<file path="config.mk">
export PLATFORM = sky130hd
export DESIGN_NAME = tlb_wb_drainer_flat
export DESIGN_NICKNAME = d
export VERILOG_FILES = /design/src/rtl/tlb_wb_drainer_if.sv /design/src/rtl/tlb_wb_drainer.sv /design/src/flat_wrapper.sv
export SDC_FILE = /design/constraint.sdc
export NUM_CORES = 1
export LEC_CHECK = 0
export CAP_MARGIN = 20
export CORE_AREA = 3 3 152 154
export CTS_CLUSTER_DIAMETER = 80
export DETAILED_ROUTE_END_ITERATION = 7
export DIE_AREA = 0 0 155 157
export GPL_ROUTABILITY_DRIVEN = 0
export RECOVER_POWER = 25
export SLEW_MARGIN = 20
export SYNTH_ARGS = -nofsm -noshare
export SYNTH_HDL_FRONTEND = slang
export SYNTH_SLANG_ARGS = --single-unit
</file>
<file path="constraint.sdc">
create_clock -name clk -period 2.1 [get_ports clk]
set_input_delay 0.42 -clock clk [delete_from_list [all_inputs] [get_ports clk]]
set_output_delay 0.42 -clock clk [all_outputs]
set_load 0.05 [all_outputs]
</file>
<file path="src/rtl/tlb_wb_drainer_if.sv">
// Bundle of buffer-side and memory-side signals of the TLB write-back drainer.
// master = drainer, slave = write buffer / memory environment.
interface tlb_wb_drainer_if #(
  parameter int ADDR_WIDTH = 64,
  parameter int DATA_WIDTH = 64,
  parameter int BANK_NUM   = 4
);
  localparam int BIDX_W = $clog2(BANK_NUM) - 1;

  logic                    busy_wb;
  logic [ADDR_WIDTH-1:0]   addr_mem;
  logic [2*DATA_WIDTH-1:0] data_mem;
  logic [BIDX_W-1:0]       bank_index;
  logic                    finish_wb;
  logic                    mem_req_valid;
  logic                    mem_req_ready;
  logic [ADDR_WIDTH-1:0]   mem_addr;
  logic [2*DATA_WIDTH-1:0] mem_wdata;
  logic                    mem_resp_valid;
  logic                    mem_resp_err;
  logic                    drain_active;
  logic                    drain_err;

  modport master (
    input  busy_wb, addr_mem, data_mem, mem_req_ready, mem_resp_valid, mem_resp_err,
    output bank_index, finish_wb, mem_req_valid, mem_addr, mem_wdata, drain_active, drain_err
  );

  modport slave (
    output busy_wb, addr_mem, data_mem, mem_req_ready, mem_resp_valid, mem_resp_err,
    input  bank_index, finish_wb, mem_req_valid, mem_addr, mem_wdata, drain_active, drain_err
  );
endinterface

</file>
<file path="src/rtl/tlb_wb_drainer.sv">
// Drains one captured dirty line from the TLB write-back buffer, one 2*DATA_WIDTH beat per write.
// Optional feature macro WB_RETRY_EN: re-issue errored beats up to RETRY_MAX times, sticky drain_err.
module tlb_wb_drainer #(
  parameter int ADDR_WIDTH = 64,
  parameter int DATA_WIDTH = 64,
  parameter int BANK_NUM   = 4,
  parameter int RETRY_MAX  = 3
) (
  input  logic                 clk,
  input  logic                 rst,
  tlb_wb_drainer_if.master     bus
);
  localparam int NBEAT  = BANK_NUM / 2;
  localparam int BIDX_W = $clog2(BANK_NUM) - 1;

  localparam logic [1:0] IDLE = 2'd0;
  localparam logic [1:0] REQ  = 2'd1;
  localparam logic [1:0] RESP = 2'd2;
  localparam logic [1:0] DONE = 2'd3;

  logic [1:0]            r_state;
  logic [BIDX_W-1:0]     r_bankIndex;
  logic [ADDR_WIDTH-1:0] r_memAddr;
  logic                  w_retry;
  logic                  w_advance;
  logic                  w_lastBeat;

  assign w_lastBeat = (r_bankIndex == BIDX_W'(NBEAT - 1));
  assign w_advance  = (r_state == RESP) & bus.mem_resp_valid & ~w_retry;

  always_ff @(posedge clk or posedge rst) begin
    if (rst) begin
      r_state     <= IDLE;
      r_bankIndex <= '0;
      r_memAddr   <= '0;
    end else begin
      case (r_state)
        IDLE: begin
          if (bus.busy_wb) begin
            r_state     <= REQ;
            r_bankIndex <= '0;
            r_memAddr   <= bus.addr_mem;
          end
        end
        REQ: begin
          if (bus.mem_req_ready) begin
            r_state <= RESP;
          end
        end
        RESP: begin
          if (w_retry) begin
            r_state <= REQ;
          end else if (w_advance) begin
            if (w_lastBeat) begin
              r_state <= DONE;
            end else begin
              r_state     <= REQ;
              r_bankIndex <= r_bankIndex + 1'b1;
              r_memAddr   <= r_memAddr + ADDR_WIDTH'(2 * DATA_WIDTH / 8);
            end
          end
        end
        default: begin
          r_state <= IDLE;
        end
      endcase
    end
  end

`ifdef WB_RETRY_EN
  // Counter holds the number of failed re-issues of the current beat; at RETRY_MAX the beat is given up.
  localparam int RCNT_W = ($clog2(RETRY_MAX + 1) < 1) ? 1 : $clog2(RETRY_MAX + 1);

  logic [RCNT_W-1:0] r_retryCnt;
  logic              r_drainErr;
  logic              w_respErr;

  assign w_respErr = (r_state == RESP) & bus.mem_resp_valid & bus.mem_resp_err;
  assign w_retry   = w_respErr & (r_retryCnt != RCNT_W'(RETRY_MAX));

  always_ff @(posedge clk or posedge rst) begin
    if (rst) begin
      r_retryCnt <= '0;
      r_drainErr <= 1'b0;
    end else begin
      if (r_state == IDLE) begin
        r_retryCnt <= '0;
      end else if (w_retry) begin
        r_retryCnt <= r_retryCnt + 1'b1;
      end else if (w_advance) begin
        r_retryCnt <= '0;
      end
      if (w_respErr && !w_retry) begin
        r_drainErr <= 1'b1;
      end
    end
  end

  assign bus.drain_err = r_drainErr;
`else
  assign w_retry       = 1'b0;
  assign bus.drain_err = 1'b0;
`endif

  assign bus.bank_index    = r_bankIndex;
  assign bus.mem_addr      = r_memAddr;
  assign bus.mem_wdata     = bus.data_mem;
  assign bus.mem_req_valid = (r_state == REQ);
  assign bus.finish_wb     = (r_state == DONE);
  assign bus.drain_active  = (r_state != IDLE);
endmodule

</file>
<file path="src/flat_wrapper.sv">
// flat-port wrapper written by rule: the top's interface ports become plain ports
module tlb_wb_drainer_flat 
#(
  parameter int ADDR_WIDTH = 64,
  parameter int DATA_WIDTH = 64,
  parameter int BANK_NUM   = 4,
  parameter int RETRY_MAX  = 3
)
  (clk, rst, bus_busy_wb, bus_addr_mem, bus_data_mem, bus_mem_req_ready, bus_mem_resp_valid, bus_mem_resp_err, bus_bank_index, bus_finish_wb, bus_mem_req_valid, bus_mem_addr, bus_mem_wdata, bus_drain_active, bus_drain_err);
  tlb_wb_drainer_if #(.ADDR_WIDTH(ADDR_WIDTH), .DATA_WIDTH(DATA_WIDTH), .BANK_NUM(BANK_NUM)) bus_i ();
  input  logic clk;
  input  logic rst;
  input wire logic [$bits(bus_i.busy_wb)-1:0] bus_busy_wb;
  input wire logic [$bits(bus_i.addr_mem)-1:0] bus_addr_mem;
  input wire logic [$bits(bus_i.data_mem)-1:0] bus_data_mem;
  input wire logic [$bits(bus_i.mem_req_ready)-1:0] bus_mem_req_ready;
  input wire logic [$bits(bus_i.mem_resp_valid)-1:0] bus_mem_resp_valid;
  input wire logic [$bits(bus_i.mem_resp_err)-1:0] bus_mem_resp_err;
  output wire logic [$bits(bus_i.bank_index)-1:0] bus_bank_index;
  output wire logic [$bits(bus_i.finish_wb)-1:0] bus_finish_wb;
  output wire logic [$bits(bus_i.mem_req_valid)-1:0] bus_mem_req_valid;
  output wire logic [$bits(bus_i.mem_addr)-1:0] bus_mem_addr;
  output wire logic [$bits(bus_i.mem_wdata)-1:0] bus_mem_wdata;
  output wire logic [$bits(bus_i.drain_active)-1:0] bus_drain_active;
  output wire logic [$bits(bus_i.drain_err)-1:0] bus_drain_err;
  assign bus_i.busy_wb = bus_busy_wb;
  assign bus_i.addr_mem = bus_addr_mem;
  assign bus_i.data_mem = bus_data_mem;
  assign bus_i.mem_req_ready = bus_mem_req_ready;
  assign bus_i.mem_resp_valid = bus_mem_resp_valid;
  assign bus_i.mem_resp_err = bus_mem_resp_err;
  assign bus_bank_index = bus_i.bank_index;
  assign bus_finish_wb = bus_i.finish_wb;
  assign bus_mem_req_valid = bus_i.mem_req_valid;
  assign bus_mem_addr = bus_i.mem_addr;
  assign bus_mem_wdata = bus_i.mem_wdata;
  assign bus_drain_active = bus_i.drain_active;
  assign bus_drain_err = bus_i.drain_err;
  tlb_wb_drainer #(.ADDR_WIDTH(ADDR_WIDTH), .DATA_WIDTH(DATA_WIDTH), .BANK_NUM(BANK_NUM), .RETRY_MAX(RETRY_MAX)) u_core (.clk(clk), .rst(rst), .bus(bus_i));
endmodule
</file>
==> impl_metrics.json <==
{
  "synth.avg_cell_area_um2": 7.89,
  "drtAntennaViolNets": 0,
  "final_nets": 991,
  "ys_seq_area_share_pct": 30.5,
  "grt_pass1_wl_mm": 32.5,
  "synth_nets": 895,
  "coreArea_um2": 21800,
  "rr_endpoint": "u_core.bus.mem_addr[45]$_DFFE_PP0P_",
  "rsz0062_at_grt": "true",
  "hp-class": "reg2reg",
  "fin_crit_sh_pct": 98.7,
  "dieArea_um2": 24300,
  "drc": 0,
  "criticalPathCategory": "reg2reg",
  "yosysWarnings": 0,
  "grt_pass1_vias": 5496,
  "r2r_setup_slack_ns": 0.03,
  "cp-start-kind": "flip-flop",
  "ff_latch_area_um2": 1730,
  "cts_tree": "built",
  "total_power_mw": 13.1,
  "antenna_cells": 0,
  "finalHoldViolations": 0,
  "clk_pin_slew_ns": 0.06,
  "worst_clock_skew_ns": 0.00590,
  "grt_usage_pct": 17.3,
  "cts_root_buffer": "clkbuf_16",
  "end_kind": "flip-flop",
  "clk_latency_ns": 0.34,
  "yosys_most_used_dff": "dfrtp_1",
  "fillers": 2286,
  "first_pass_iters": 5,
  "start_util_pct": 25.2,
  "cellLeakagePower_nw": 3.01,
  "whs_endpoint": "u_core.bus.mem_addr[1]$_DFFE_PP0P_",
  "finalCriticalPeriod_ns": 2.07,
  "routed_wl_mm": 21.8,
  "hold_start": "u_core.bus.mem_addr[1]$_DFFE_PP0P_",
  "cts_made_buffers": 9,
  "syn_area_um2": 5490,
  "clock-sinks": 67,
  "row_count": 54,
  "htreeDepth": 3,
  "crit_fanout": 7,
  "die_h_um": 157,
  "grt-ovfl-total": 0,
  "clock.fmax_ghz": 0.482,
  "critPathArrivalTime_ns": 2.30,
  "finalSetupViolCount": 0,
  "drive_gt1_share_pct": 32.2,
  "p_per_area_nw_per_um2": 1760,
  "worst_r2r_path_depth": 7,
  "num_vias": 5710,
  "dieWidth_um": 155,
  "ys_ff_latch": 67,
  "clockBufferDepth": 2,
  "hold_depth": 2,
  "synth_edf_count": 0,
  "maxSlewViolCount": 0,
  "tightest_slew_ns": 1.08,
  "cap_viol_max_count": 0,
  "antenna_found_initial": 1,
  "grt_max_degree": 40,
  "cp_data_required_time_ns": 2.33,
  "netlist-cell-type-count": 61,
  "syn_inst": 696,
  "final_util_pct": 34.2,
  "drt-vias-per-instance": 5.30,
  "area_delta_synth_final_pct": 36.1,
  "reg2reg_from": "u_core.bus.mem_addr[4]$_DFFE_PP0P_",
  "hpwlAfterDp_mm": 16.3,
  "async_flop_share_pct": 100,
  "peakVddDrop_mv": 0.843,
  "drt_first_iter_violations": 457,
  "port_buffers": 136,
  "multi_input_area_um2": 2810,
  "slew_headroom_pct": 28.3,
  "num_io_pins": 395,
  "outcome": "complete, no violations",
  "wl_per_cell_um": 20.2
}
[cells by family (layout without fill, tap and decap cells)]
| group | Yosys count | count (layout) | share of synthesized area [%] |
|---|---|---|---|
| and+or+nand+nor | 303 | 303 | 30.1 |
| buffers and inverters | 179 | 280 | 21.3 |
| AOI/OAI and AO/OA | 142 | 142 | 17.3 |
| DFF | 67 | 67 | 30.5 |
| muxes | 3 | 3 | 0.547 |
| adders and majority gates | 1 | 1 | 0.228 |
| other | 1 | 1 | 0.0683 |
[state kept, by name, indices dropped and copies added, names as in the netlist]
register	cells
u_core.bus.bank_index	1
u_core.r_state	2
u_core.bus.mem_addr	64
[worst max path at each step]
| stage | end | depth (start not counted) | from |
|---|---|---|---|
| 2_1_floorplan | u_core.bus.mem_addr[59]$_DFFE_PP0P_ | 6 | u_core.bus.mem_addr[4]$_DFFE_PP0P_ |
| 3_3_place_gp | u_core.bus.mem_addr[51]$_DFFE_PP0P_ | 6 | bus_mem_resp_valid |
| 3_5_place_dp | u_core.bus.mem_addr[51]$_DFFE_PP0P_ | 6 | bus_mem_resp_valid |
| 4_1_cts | u_core.bus.mem_addr[60]$_DFFE_PP0P_ | 8 | u_core.bus.mem_addr[4]$_DFFE_PP0P_ |
| 5_1_grt | u_core.bus.mem_addr[60]$_DFFE_PP0P_ | 8 | u_core.bus.mem_addr[4]$_DFFE_PP0P_ |
| 6_report | u_core.bus.mem_addr[45]$_DFFE_PP0P_ | 7 | u_core.bus.mem_addr[4]$_DFFE_PP0P_ |
[critical path, cell delays in order (launching register included)]
cell,delay (ns)
dfrtp_2,0.44
nand4_4,0.14
or4_4,0.54
buf_8,0.16
buf_6,0.12
nor4_4,0.28
mux2i_1,0.22
nor3_1,0.07
[metal layers]
metal,part of all wire [%],track usage [%],vias up
met2,46,27.4,268
met5,0,0,-
met1,43,22.4,2762
li1,-,-,2611
met4,3.6,8.41,0
met3,7.4,3.93,69
[layout make-up]
cell class / instances / share of cell area [%]
clock inverter: 5 / 0.703
tap: 280 / 4.69
inverter: 9 / 0.469
multi-input combinational: 450 / 37.6
clock buffer: 11 / 3.25
sequential: 67 / 23.2
timing repair buffer: 255 / 30.1
[Yosys cell counts (7+ instances only)]
master    instances  area [um2]
buf_4           129         968
nor2_1           67         251
a31oi_1          12        75.1
dfrtp_1          67        1680
nand3_1          31         155
nor4_1           17         106
o21ai_0          17        85.1
a21oi_1          41         205
or3_1            10        62.6
a211oi_1         11        82.6
and3_1           18         113
nand2_1          52         195
nand2b_1          7        43.8
a311oi_1          7        61.3
and4_1           11        96.3
o22ai_1          15        93.8
clkbuf_1         34         128
nand4_1          26         163
inv_1             9        33.8
o21a_1            7        52.6
nor3_1           35         175
[layout by cell type (no fill, tap or decap), drive strengths merged, types with 5 or more instances in the layout]
cell type / netlist / layout
buf: 135 / 163
clkdlybuf4s50: 0 / 84
nor2: 67 / 67
dfrtp: 67 / 67
nand2: 52 / 52
a21oi: 41 / 41
nor3: 36 / 36
nand3: 31 / 31
nand4: 28 / 28
nor4: 20 / 20
and3: 18 / 18
o21ai: 17 / 17
o22ai: 15 / 15
clkbuf: 35 / 13
a31oi: 12 / 12
a211oi: 12 / 12
and4: 11 / 11
or3: 10 / 10
inv: 9 / 8
o21a: 7 / 7
a311oi: 7 / 7
nand2b: 7 / 7
o2bb2a: 6 / 6
o22a: 5 / 5
[stage by stage]
stage / cells / area [um2] / setup slack (ns) / hold slack, ns / TNS [ns]
4_1_cts: 1069 / 7380 / 0.0107 / 0.486 / 0
3_3_place_gp: 1053 / 7090 / -0.289 / 0.466 / -6.07
3_5_place_dp: 1053 / 7090 / -0.310 / 0.462 / -6.85
6_report: 1077 / 7470 / 0.0273 / 0.482 / 0
5_1_grt: 1077 / 7470 / -0.0530 / 0.505 / -0.151
2_1_floorplan: 696 / 5680 / -0.0366 / 0.525 / -0.0989
[power by group]
part | internal, mW | leakage [nW] | switching (mW)
registers | 2.00 | 0.709 | 0.668
logic | 3.28 | 2.15 | 5.62
clock network | 0.946 | 0.145 | 0.615
total | 6.23 | 3.01 | 6.90
[timing repair]
action                     CTS  global route
setup endpoints to repair    2            18
pin swaps                    0            11
hold buffers                 0             0
resized for setup            2            13
cloned                       0             0
setup buffers                0             8
(Power assumes the default switching activity.)
